$ cat src/rtl/seq_divider_if.sv
// seq_divider_if: operand/result bundle between the control unit and the divider
interface seq_divider_if #(parameter int WIDTH = 32);
  logic             start;
  logic [WIDTH-1:0] dividend;
  logic [WIDTH-1:0] divisor;
  logic [WIDTH-1:0] hi;
  logic [WIDTH-1:0] lo;
  logic             busy;
  logic             done;
  logic             div_zero;
  modport master (output start, dividend, divisor, input hi, lo, busy, done, div_zero);
  modport slave  (input start, dividend, divisor, output hi, lo, busy, done, div_zero);
endinterface

$ cat src/rtl/seq_divider.sv
// seq_divider: restoring shift-subtract signed divider with MIPS DIV semantics (hi=remainder, lo=quotient)
module seq_divider #(
  parameter int WIDTH = 32
) (
  input logic          clock,
  input logic          reset,
  seq_divider_if.slave bus
);
  localparam int CW = $clog2(WIDTH);
  typedef enum logic [1:0] {IDLE, CALC, FIX} state_t;
  state_t           state, next;
  logic [CW-1:0]    count;
  logic [WIDTH:0]   rem;
  logic [WIDTH-1:0] quo;
  logic [WIDTH-1:0] mag;
  logic             sign_a, sign_b;
  logic [WIDTH:0]   shifted, diff;
  logic             accept, zero;
  assign zero    = bus.divisor == '0;
  assign accept  = state == IDLE && bus.start;
  assign shifted = {rem[WIDTH-1:0], quo[WIDTH-1]};
  assign diff    = shifted - {1'b0, mag};
  assign bus.busy = state != IDLE;
  // state register; reset aborts any operation in flight
  always_ff @(posedge clock or negedge reset)
    if (!reset) state <= IDLE;
    else state <= next;
  // next state: a zero divisor is answered from IDLE without entering CALC
  always_comb begin
    next = state;
    if (accept && !zero) next = CALC;
    else if (state == CALC && count == CW'(WIDTH - 1)) next = FIX;
    else if (state == FIX) next = IDLE;
  end
  // datapath: operand capture, one restoring iteration per CALC cycle, sign fix-up in FIX
  always_ff @(posedge clock or negedge reset)
    if (!reset) begin
      count <= '0;
      rem <= '0;
      quo <= '0;
      mag <= '0;
      sign_a <= 1'b0;
      sign_b <= 1'b0;
      bus.hi <= '0;
      bus.lo <= '0;
      bus.done <= 1'b0;
      bus.div_zero <= 1'b0;
    end else begin
      bus.done <= state == FIX || (accept && zero);
      if (accept) begin
        bus.div_zero <= zero;
        if (!zero) begin
          quo <= bus.dividend[WIDTH-1] ? -bus.dividend : bus.dividend;
          mag <= bus.divisor[WIDTH-1] ? -bus.divisor : bus.divisor;
          rem <= '0;
          sign_a <= bus.dividend[WIDTH-1];
          sign_b <= bus.divisor[WIDTH-1];
          count <= '0;
        end
      end else if (state == CALC) begin
        rem <= diff[WIDTH] ? shifted : diff;
        quo <= {quo[WIDTH-2:0], ~diff[WIDTH]};
        count <= count + 1'b1;
      end else if (state == FIX) begin
        bus.lo <= (sign_a ^ sign_b) ? -quo : quo;
        bus.hi <= sign_a ? -rem[WIDTH-1:0] : rem[WIDTH-1:0];
      end
    end
endmodule

$ cat src/flat_wrapper.sv
// flat-port wrapper written by rule: the top's interface ports become plain ports
module seq_divider_flat 
#(
  parameter int WIDTH = 32
)
  (clock, reset, bus_start, bus_dividend, bus_divisor, bus_hi, bus_lo, bus_busy, bus_done, bus_div_zero);
  seq_divider_if #(.WIDTH(WIDTH)) bus_i ();
  input logic clock;
  input logic reset;
  input wire logic [$bits(bus_i.start)-1:0] bus_start;
  input wire logic [$bits(bus_i.dividend)-1:0] bus_dividend;
  input wire logic [$bits(bus_i.divisor)-1:0] bus_divisor;
  output wire logic [$bits(bus_i.hi)-1:0] bus_hi;
  output wire logic [$bits(bus_i.lo)-1:0] bus_lo;
  output wire logic [$bits(bus_i.busy)-1:0] bus_busy;
  output wire logic [$bits(bus_i.done)-1:0] bus_done;
  output wire logic [$bits(bus_i.div_zero)-1:0] bus_div_zero;
  assign bus_i.start = bus_start;
  assign bus_i.dividend = bus_dividend;
  assign bus_i.divisor = bus_divisor;
  assign bus_hi = bus_i.hi;
  assign bus_lo = bus_i.lo;
  assign bus_busy = bus_i.busy;
  assign bus_done = bus_i.done;
  assign bus_div_zero = bus_i.div_zero;
  seq_divider #(.WIDTH(WIDTH)) u_core (.clock(clock), .reset(reset), .bus(bus_i));
endmodule
$ cat config.mk
export PLATFORM = sky130hd
export DESIGN_NAME = seq_divider_flat
export DESIGN_NICKNAME = d
export VERILOG_FILES = /design/src/rtl/seq_divider_if.sv /design/src/rtl/seq_divider.sv /design/src/flat_wrapper.sv
export SDC_FILE = /design/constraint.sdc
export NUM_CORES = 1
export LEC_CHECK = 0
export CELL_PAD_IN_SITES_DETAIL_PLACEMENT = 1
export CELL_PAD_IN_SITES_GLOBAL_PLACEMENT = 1
export CORE_ASPECT_RATIO = 0.5
export CORE_MARGIN = 8
export CORE_UTILIZATION = 25
export DETAILED_ROUTE_END_ITERATION = 10
export GPL_TIMING_DRIVEN = 0
export PLACE_DENSITY_LB_ADDON = 0.1
export SYNTH_ARGS = -nofsm -noshare
export SYNTH_HDL_FRONTEND = slang
export SYNTH_SLANG_ARGS = --single-unit
$ cat constraint.sdc
create_clock -name clock -period 3.92 [get_ports clock]
set_input_delay 0.784 -clock clock [delete_from_list [all_inputs] [get_ports clock]]
set_output_delay 0.784 -clock clock [all_outputs]
set_load 0.01 [all_outputs]
[Word level (Yosys, flattened, before mapping)]
Cells that the tools add are included.
Cells by class
  reductions and logical operators: 14
  bitwise operators: 5
  multiplexer cells: 17
  $add $sub $neg: 6
  equality and inequality tests: 4
Operators by type and width (number)
  2-to-1 mux 32 bit: 11
  negation 32 bit: 4
  subtractor 33 x 32 -> 33 bit: 1
  logical NOT 32 bit: 1
  2-to-1 mux 5 bit: 3
  2-to-1 mux 2 bit: 3
  adder 5 x 1 -> 5 bit, second input constant: 1
  == test 5 bit, second input constant: 1
  logical AND 1 bit: 4
  NOT 1 bit: 4
  AND reduction 2 bit: 2
  nonzero test 2 bit: 2
  AND reduction 3 bit: 1
  nonzero test 3 bit: 1
  == test 2 x 1 -> 1 bit, second input constant: 1
  == test 2 bit, second input constant: 1
  logical NOT 2 bit: 1
  inequality test 2 bit, second input constant: 1
  logical NOT 1 bit: 1
  logical OR 1 bit: 1
  XOR 1 bit: 1
Word-level totals
  word-level logic and storage cells: 57
  input bits: 67
  output and inout port bits: 67
  register bits: 171

[Depth between registers and ports, before layout]
Gate-level depths: netlist of the first run.
  word-level depth: 4
  gate-level depth with buffers: 14
  gate-level depth less buffers: 12

[Worst setup path before layout of the first run]
No wires, ideal clock.
  path type: input-to-reg
  from: input bus_divisor[14]
  to: register u_core.quo[16]
  arrival time: 3302 ps
  stages on the path: 9
  data required time: 3799 ps
  setup slack: 497 ps
  path buffers: 1
  library setup time: 121 ps
  path through: or3_4 -> or4_4 -> or4_4 -> or4_4 -> o21ai_4 -> nand2_2 -> buf_2 -> o211ai_1 -> nand2_1
On the way
  word-level cells in the longest chain between the ends: 3
Ends and longest elaborated chain
  start, declared: RTL line flat_wrapper.sv:12  | input wire logic [$bits(bus_i.divisor)-1:0] bus_divisor;
  logical NOT 32 bit: RTL line seq_divider.sv:19  | assign zero = bus.divisor == '0;
  inequality test 2 bit (no line)
  AND reduction 2 bit (no line)
  end signal, assigned: RTL line seq_divider.sv:53  | quo <= bus.dividend[WIDTH-1] ? -bus.dividend : bus.dividend;
  end signal, assigned: RTL line seq_divider.sv:62  | quo <= {quo[WIDTH-2:0], ~diff[WIDTH]};
  end, declared: RTL line seq_divider.sv:14  | logic [WIDTH-1:0] quo;
Every way passes these cells.
A chain may end at the register's enable or synchronous reset.

[Worst setup path in the final report of the first run]
  from: input bus_divisor[14]
  to: register u_core.mag[4]
On the way
  word-level cells in the longest chain between the ends: 3
Ends and longest elaborated chain
  logical NOT 32 bit: RTL line seq_divider.sv:19
  NOT 1 bit (no line)
  AND reduction 2 bit (no line)
  end signal, assigned: RTL line seq_divider.sv:54  | mag <= bus.divisor[WIDTH-1] ? -bus.divisor : bus.divisor;
  end, declared: RTL line seq_divider.sv:15  | logic [WIDTH-1:0] mag;
Every way passes these cells.

==> results of run 1 <==
==> layer usage <==
metal,GRT usage,part of all wire,vias up
met5,0,0,-
met4,0.04805,0.018,0
met3,0.02736,0.040,46
met2,0.2650,0.46,159
met1,0.2147,0.48,4999
li1,-,-,4948
==> cell type report <==
class | count | area (µm²) | area share
buffer | 66 | 321.6 | 0.02316
clock buffer | 21 | 450.4 | 0.03244
clock inverter | 11 | 191.4 | 0.01379
sequential | 171 | 4279 | 0.3082
tap | 588 | 735.7 | 0.05299
timing repair buffer | 138 | 1406 | 0.1013
inverter | 48 | 180.2 | 0.01298
multi-input combinational | 1024 | 6319 | 0.4551
==> power by group through the flow <==
stage	Combinational, µW	Sequential, µW	Clock [µW]
6_report	7620	3450	1920
5_1_grt	8540	3580	2040
4_1_cts	7690	3460	1980
3_5_place_dp	7610	3490	0
3_3_place_gp	7470	3460	0
2_1_floorplan	5070	3250	0
==> cell usage in the layout (no fill, tap or decap), drive strengths merged, types with 10 or more instances in the layout <==
cell type and count:
nand2b 10, o31ai 33, inv 49, nor4 10
o41ai 14, mux2i 24, xnor2 54, nor3 18
ha 38, xor2 91, o21ai 187, a21o 12
buf 19, dfrtp 171, or3 25, or4 18
a21oi 82, o22ai 10, nand4 10, nand2 196
clkbuf 74, nor2 79, clkdlybuf4s50 132, nand3 31
==> kinds of logic (layout without fill, tap and decap cells) <==
logic type / Yosys count / after routing / share of synthesized area
simple gates: 428 / 428 / 0.1823
buf+inv: 115 / 284 / 0.04222
mux: 24 / 24 / 0.02173
xor+xnor: 145 / 145 / 0.1149
fa+ha+maj: 39 / 39 / 0.04482
flops: 171 / 171 / 0.3871
compound gates: 388 / 388 / 0.2069
==> worst min-delay path by stage <==
stage | cells past startpoint | to | slack, ns
global placement | 2 | u_core.bus.lo[11]$_DFFE_PN0P_ | 0.47
global route | 1 | u_core.mag[3]$_DFFE_PN0P_ | 0.40
floorplan | 2 | u_core.mag[31]$_DFFE_PN0P_ | 0.44
CTS | 1 | u_core.mag[7]$_DFFE_PN0P_ | 0.36
finish | 1 | u_core.mag[3]$_DFFE_PN0P_ | 0.35
detailed placement | 2 | u_core.mag[27]$_DFFE_PN0P_ | 0.47
==> critical path: cells and delay by family <==
kind            cells  cell delay (ns)
buf+inv             3             1.00
simple gates        4             1.97
compound gates      2             0.37
==> registers in the layout, indices dropped and copies added, names as in the netlist <==
| signal | flops |
|---|---|
| u_core.rem | 32 |
| u_core.count | 5 |
| u_core.bus.hi | 32 |
| u_core.state | 2 |
| u_core.bus.div_zero | 1 |
| u_core.sign_b | 1 |
| u_core.mag | 32 |
| u_core.quo | 32 |
| u_core.sign_a | 1 |
| u_core.bus.done | 1 |
| u_core.bus.lo | 32 |
==> through the flow <==
| step | setup TNS [ns] | instance area, µm² | cells |
|---|---|---|---|
| after floorplan | 0 | 11050 | 1310 |
| after global placement | -984.99 | 13120 | 2031 |
| after detailed placement | -54.55 | 13150 | 2032 |
| after CTS | 0 | 13850 | 2068 |
| after global routing | 0 | 13880 | 2067 |
| final | 0 | 13880 | 2067 |
==> repair_timing <==
action | CTS | global route
pin swaps | 2 | 1
setup buffers | 4 | 0
gates resized for setup | 6 | 14
endpoints found under the setup margin | 83 | 93
hold endpoints to repair | 0 | 0
==> impl.org, run 1 <==
** Power and ir drop
- Internal power component :: 6816 µW
- Relative contribution of sequential cells to total power :: 0.266
- Psw :: 6178 µW
- The analysis attributes to cell leakage a power of roughly 0.0057 µW.
- Overall power consumption after layout is estimated at between 10,000 and 15,000 µW.
- Switching portion of total power :: 0.4754
- Of the total power, the clock network draws 0.148.
- For this design the ratio of total power to cell area is 936.0 nW/µm².
- Worst vdd rail ir drop :: about 0.25 mV
- The share of total power dissipated in combinational logic is 0.586.

** Timing
- Worst slew margin relative to its limit :: 0.2885
- Static timing analysis puts the maximum clock frequency at ~260 MHz.
- Endpoints failing setup :: 0
- Of the available clock period, the critical path in the final layout requires 0.9776.
- PnR worst setup slack :: between 0.08 and 0.09 ns
- Worst Hold Slack :: 0.3499 ns
- For the pin with the worst max-slew slack, the measured transition is between 1 and 1.5 ns.
- Subtracting the final worst setup slack from the clock period gives about 3.8 ns.
- Final count of hold timing violations :: 0
- Setup repair after global routing left no endpoint under its margin.
- Between clock sinks in the finished design, the worst skew comes to ~0.014 ns.
- The number of pins exceeding their max-slew limit in the final report is 0.

** Setup path
- Cell breakdown of the critical path :: clkdlybuf4s50_1, or3_4, or4_4, or4_4, or4_4, o21ai_4, buf_12, buf_2, o21ai_0
- The largest individual stage delay along the critical path comes from the cell sky130_fd_sc_hd__or4_4.
- Type of destination of the critical path :: flip-flop
- CP arrival :: slightly above 4 ns
- Capturing element of the worst setup path :: u_core.mag[4]$_DFFE_PN0P_
- The most critical setup path has its startpoint at bus_divisor[14].
- Crit path largest cell delay :: between 0.5 and 0.6 ns
- Startpoint type of the worst setup path :: input port
- For the worst flop-to-flop path, the logic depth is 13.
- Of all nets on the critical path, the largest fanout is 10.
- Critical path required time :: around 4.2 ns
- In this design, the critical path's most frequently occurring cell is sky130_fd_sc_hd__or4_4.
- Source of the worst register-to-register timing path :: u_core.quo[31]$_DFFE_PN0P_
- The critical path is of the in2reg type.
- Worst setup slack for register-to-register paths :: 0.18 ns
- Worst flop-to-flop path endpoint :: u_core.rem[28]$_DFFE_PN0P_

** Logic synthesis
- Share of the synthesized area in the top cell type :: 0.3871
- Largest cells by area after synthesis :: sky130_fd_sc_hd__dfrtp_1, sky130_fd_sc_hd__o21ai_0, sky130_fd_sc_hd__xor2_1, sky130_fd_sc_hd__nand2_1, sky130_fd_sc_hd__ha_1
- Count leader, synth :: sky130_fd_sc_hd__nand2_1
- For this run, the number of Yosys warnings is 0.
- Post-synthesis register bit count :: 171
- The share of the Yosys chip area taken by registers is 0.3871.
- Async set-reset flop share out of synthesis :: 1.000
- Cell types with the highest counts after synthesis :: sky130_fd_sc_hd__nand2_1, sky130_fd_sc_hd__o21ai_0, sky130_fd_sc_hd__dfrtp_1
- After synthesis, the mean cell area works out to between 8 and 9 µm².
- In this run, distinct cell masters in the synthesized netlist total 61.
- Post-Synthesis Net Count :: 1,416
- In the synthesized netlist, the number of instances is 1,310.
- Count of flip-flops with a built-in enable after synthesis :: 0
- In the synthesized netlist the dominant register cell turns out to be sky130_fd_sc_hd__dfrtp_1.
- Summed over all instances, the cell type with the most area after synthesis is sky130_fd_sc_hd__dfrtp_1.
- Combined area of all synthesized cells :: about 11,000 µm²

** Clock tree
- Counting along the longest clock path gives a buffer depth of 2.
- The clock reaches the later pin of the worst-skew pair after ~0.46 ns.
- Clock buffer count from CTS :: 17
- TritonCTS built the clock tree.
- After clock tree synthesis, the clock-pin slew on the worst setup and hold paths is about 0.07 ns.
- The clock tree synthesis step divided the H-tree into 4 levels.
- Buffers inserted to repair hold after CTS numbered 0.
- Number of clock sinks seen by CTS :: 171
- Root buffer cell :: sky130_fd_sc_hd__clkbuf_16

** Layout
- Utilization of the core after routing :: 0.3186
- Post-synthesis to final-layout area growth :: 25.59%
- The filler cells instantiated in the layout total roughly 5,100.
- At the end of the flow, the number of nets in the layout was ~1,600.
- Inserted Diodes :: 0
- Ratio of cells with drive above 1 in the final layout :: 0.04936

** Routing
- Total Wirelength :: 41,430 µm
- Detailed routing inserted a total of 10,152 vias.
- Using the TritonRoute via totals, the vias-per-cell ratio works out to 4.911.
- In the final routed layout, each cell accounts on average for about 20 µm.
- ANT nets after route :: 0
- Before antenna repair, the detailed router went through 5 iterations.
- After detailed routing, the number of remaining DRC violations is 0.
- The detailed router finished its first iteration with around 480 violations.

** Floorplanning
- During I/O placement, the number of pins put on the boundary was around 130.
- The die is 164.7 µm tall.
- The initial utilization of the core area, before any placement, comes to 0.2537.
- Total core area :: 43,580 µm²
- The floorplan step set the die width to about 310 µm.
- Total number of placement rows :: 54
- The floorplan step defined a die boundary enclosing roughly 52,000 µm².

** Place
- After legalization and detailed placement, the total HPWL measured roughly 33,000 µm.
- At the placement stage, the worst setup path has a slack of -0.6886 ns.
- In this run the tool buffered the top-level ports with around 130 buffer cells.
- Placer Congestion :: approximately 0.83

** Global routing
- Wire length of the first global-routing pass :: 64,520 µm
- For this run the aggregate overflow at the end of global routing stands at 0.
- Initial antenna violation count :: 1
- The number of global-route vias before repair is approximately 11,000.
- Largest net degree at the start of global routing :: 90
- For this run, the total global-route usage over all layers was measured as 0.1604.

** Flow run
- The tool flagged a number of max-cap violations equal to 0.

** Min path
- Type of the most critical hold path :: in2async

** Status
- Outcome :: finished, final reports clean
Note: power is estimated with default switching activity, not from simulation.
==> run 2: changes to the inputs <==
--- a/config.mk
+++ b/config.mk
@@ -10,9 +10,11 @@
 export CORE_ASPECT_RATIO = 0.5
 export CORE_MARGIN = 8
 export CORE_UTILIZATION = 25
+export CTS_CLUSTER_DIAMETER = 100
 export DETAILED_ROUTE_END_ITERATION = 10
 export GPL_TIMING_DRIVEN = 0
 export PLACE_DENSITY_LB_ADDON = 0.1
+export SETUP_SLACK_MARGIN = 0.5
 export SYNTH_ARGS = -nofsm -noshare
 export SYNTH_HDL_FRONTEND = slang
 export SYNTH_SLANG_ARGS = --single-unit
==> impl.org, run 2 (synthesis gave the netlist of run 1 again) <==
** Status
- The flow ran to the end, and the final reports show no timing, DRC or antenna violations.

** Layout
- Most used cells in the layout excluding fill and tap cells :: sky130_fd_sc_hd__nand2_1, sky130_fd_sc_hd__dfrtp_1, sky130_fd_sc_hd__o21ai_0
- In the final layout, the share of cells above drive strength 1 is 0.1268.
- 0 antenna diodes ended up in the layout.
- Final instance area :: around 15,000 µm²
- Leaving out filler cells and counting taps, the final layout contains approximately 2,100.
- The final layout contains around 1,600 nets.
- Post-synthesis to final-layout area growth :: 33.72%
- Most frequent standard cell in the layout excluding fill and tap cells :: sky130_fd_sc_hd__nand2_1

** Floorplanning
- For this configuration, the core starts out at a cell density of 0.2537.
- Horizontal die dimension :: around 310 µm
- The floorplan has 54 rows.
- Total core area :: roughly 44,000 µm²
- The die covers a little over 50,000 µm².
- Top-level port count :: between 100 and 150
- Chip Height :: around 160 µm

** Timing
- RSZ-0062 raised after global routing :: true
- For the final database, setup skew stands at 0.006355 ns.
- In the final timing run, aggregate negative setup slack is 0 ns.
- The number of pins exceeding their max-slew limit in the final report was 0.
- Setup violations remaining at the end of the flow were counted as 0.
- Worst slew margin relative to its limit :: 0.2933
- The final hold violation count is 0.
- Worst Hold Slack :: around 0.34 ns
- The worst path meets setup with about 0.5 ns of slack.
- Shortest period the worst path allows :: around 3.4 ns
- Ratio of final minimum period to clock period :: 0.8753
- For the pin with the worst max-slew slack, the measured transition is around 1.1 ns.
- F_max :: 291.5 MHz

** Setup path
- CP arrival :: between 3 and 4 ns
- Of all nets on the critical path, the largest fanout is 8.
- By startpoint and endpoint, the worst setup path is classified as in2reg.
- Type of destination of the critical path :: flip-flop
- Startpoint type of the worst setup path :: input port
- Critical path required time :: around 4.3 ns

** Power and ir drop
- Dividing total power by cell area gives a power density of roughly 930 nW/µm².
- Worst vdd rail ir drop :: approximately 0.3 mV
- The analysis attributes to cell leakage a power of 0.006108 µW.

** Global routing
- The number of global-route vias before repair came to 10,953.
- The first global-routing pass estimated between 60,000 and 70,000 µm of wire.
- Initial antenna violation count :: 1
- Across every metal layer, demand over resource in global routing totals 0.1619.
- Largest net degree at the start of global routing :: 89
- For this run the aggregate overflow at the end of global routing stands at 0.

** Routing
- Dividing the detail-routed wire length by the instance count gives 20.24 µm.
- The first TritonRoute pass finished after 4 iterations.
- Post-DR vias/cell :: about 4.9
- Total Wirelength :: roughly 42,000 µm
- Post-route DRC violation count :: 0
- Iter 0 DRT Violations :: 530
- ANT nets after route :: 0
- Via count of the routed design :: roughly 10,000

** Clock tree
- The tree is rooted in a sky130_fd_sc_hd__clkbuf_16.
- Number of clock sinks seen by CTS :: around 170
- The H-tree was split into 4 levels.
- Clock network latency to the later pin of the worst-skew pair :: approximately 0.45 ns
- Buffers inserted during clock tree synthesis total 17.
- TritonCTS clock tree :: built
- The clock passes through at most 2 buffers.
- Worst-path clk slew :: 0.06 ns

** Flow run
- The tool flagged a number of max-cap violations equal to 0.

** Place
- HPWL Detailed :: roughly 33,000 µm
- OpenSTA, run right after detailed placement, puts the worst setup slack at -0.6900 ns.
- The placed instances occupy a cell area of about 13,000 µm².
- Port buffer count :: between 100 and 150
- Instance count after placement with tap cells included :: 2,032
- Placer Congestion :: between 0.8 and 0.9

** Min path
- The path class of the tightest hold or removal check is in2async.
run 2: cell types whose count changed in the layout (fill, tap and decap cells not counted), moves of 8 or more:
cell                              delta
sky130_fd_sc_hd__a21oi_1            -12
sky130_fd_sc_hd__a21oi_2            +11
sky130_fd_sc_hd__buf_12              +8
sky130_fd_sc_hd__buf_4              +14
sky130_fd_sc_hd__clkdlybuf4s50_1    -16
sky130_fd_sc_hd__nand2_1            -16
sky130_fd_sc_hd__nand2_2            +11
sky130_fd_sc_hd__o21ai_0            -37
sky130_fd_sc_hd__o21ai_1            +27
sky130_fd_sc_hd__o21ai_2            +10
run 2: final timing paths:
check                      slack (ns)  cells after the start                          start                            end
max                              0.49                     11                bus_divisor[14]      u_core.mag[5]$_DFFE_PN0P_
min                              0.34                      1                          reset      u_core.mag[3]$_DFFE_PN0P_
max reg2reg                      0.59                     14     u_core.quo[31]$_DFFE_PN0P_     u_core.rem[30]$_DFFE_PN0P_
min reg2reg                      0.48                      2  u_core.bus.hi[18]$_DFFE_PN0P_  u_core.bus.hi[18]$_DFFE_PN0P_
max in group asynchronous        2.67                      2                          reset      u_core.quo[9]$_DFFE_PN0P_
min in group clock               0.48                      2  u_core.bus.hi[18]$_DFFE_PN0P_  u_core.bus.hi[18]$_DFFE_PN0P_
run 2: critical path, stage by stage:
cell	delay [ns]
sky130_fd_sc_hd__buf_8	0.10
sky130_fd_sc_hd__or3_4	0.38
sky130_fd_sc_hd__or4_4	0.55
sky130_fd_sc_hd__or4_4	0.53
sky130_fd_sc_hd__or4_4	0.60
sky130_fd_sc_hd__o21ai_4	0.18
sky130_fd_sc_hd__buf_12	0.18
sky130_fd_sc_hd__buf_12	0.17
sky130_fd_sc_hd__buf_12	0.12
sky130_fd_sc_hd__buf_16	0.11
sky130_fd_sc_hd__a21oi_2	0.05
run 2: per-stage QoR:
stage | power [µW] | utilization
final | 13740 | 0.3392
after global routing | 14890 | 0.3392
after CTS | 13450 | 0.3274
after detailed placement | 11120 | 0.3018
after global placement | 10940 | 0.3011
after floorplan | 8322 | -
run 2: timing repair:
action	in CTS	in global routing
hold buffers	0	0
pin swaps	11	36
buffers inserted	10	16
endpoints found under the setup margin	103	93
cloned	3	2
gates resized for setup	89	138
run 2: report_power, final:
| group | total [µW] | internal (µW) | switching, µW |
|---|---|---|---|
| logic | 8290 | 3550 | 4740 |
| clock network | 1940 | 1160 | 777 |
| registers | 3510 | 2570 | 939 |
| total | 13700 | 7290 | 6450 |
run 2: final cells by class:
| cell class | instances | area (µm²) |
|---|---|---|
| fill | 5033 | 28800 |
| multi-input combinational | 1024 | 6720 |
| clock inverter | 11 | 191.4 |
| sequential | 171 | 4288 |
| inverter | 48 | 180.2 |
| clock buffer | 20 | 456.7 |
| tap | 588 | 735.7 |
| timing repair buffer | 165 | 1752 |
| buffer | 67 | 457.9 |
run 2: metal layers:
| metal | global-route usage | vias up | part of all wire |
|---|---|---|---|
| li1 | - | 5006 | - |
| met1 | 0.2134 | 5093 | 0.47 |
| met2 | 0.2757 | 137 | 0.47 |
| met3 | 0.02923 | 41 | 0.040 |
| met4 | 0.03765 | 0 | 0.017 |
| met5 | 0 | - | 0 |
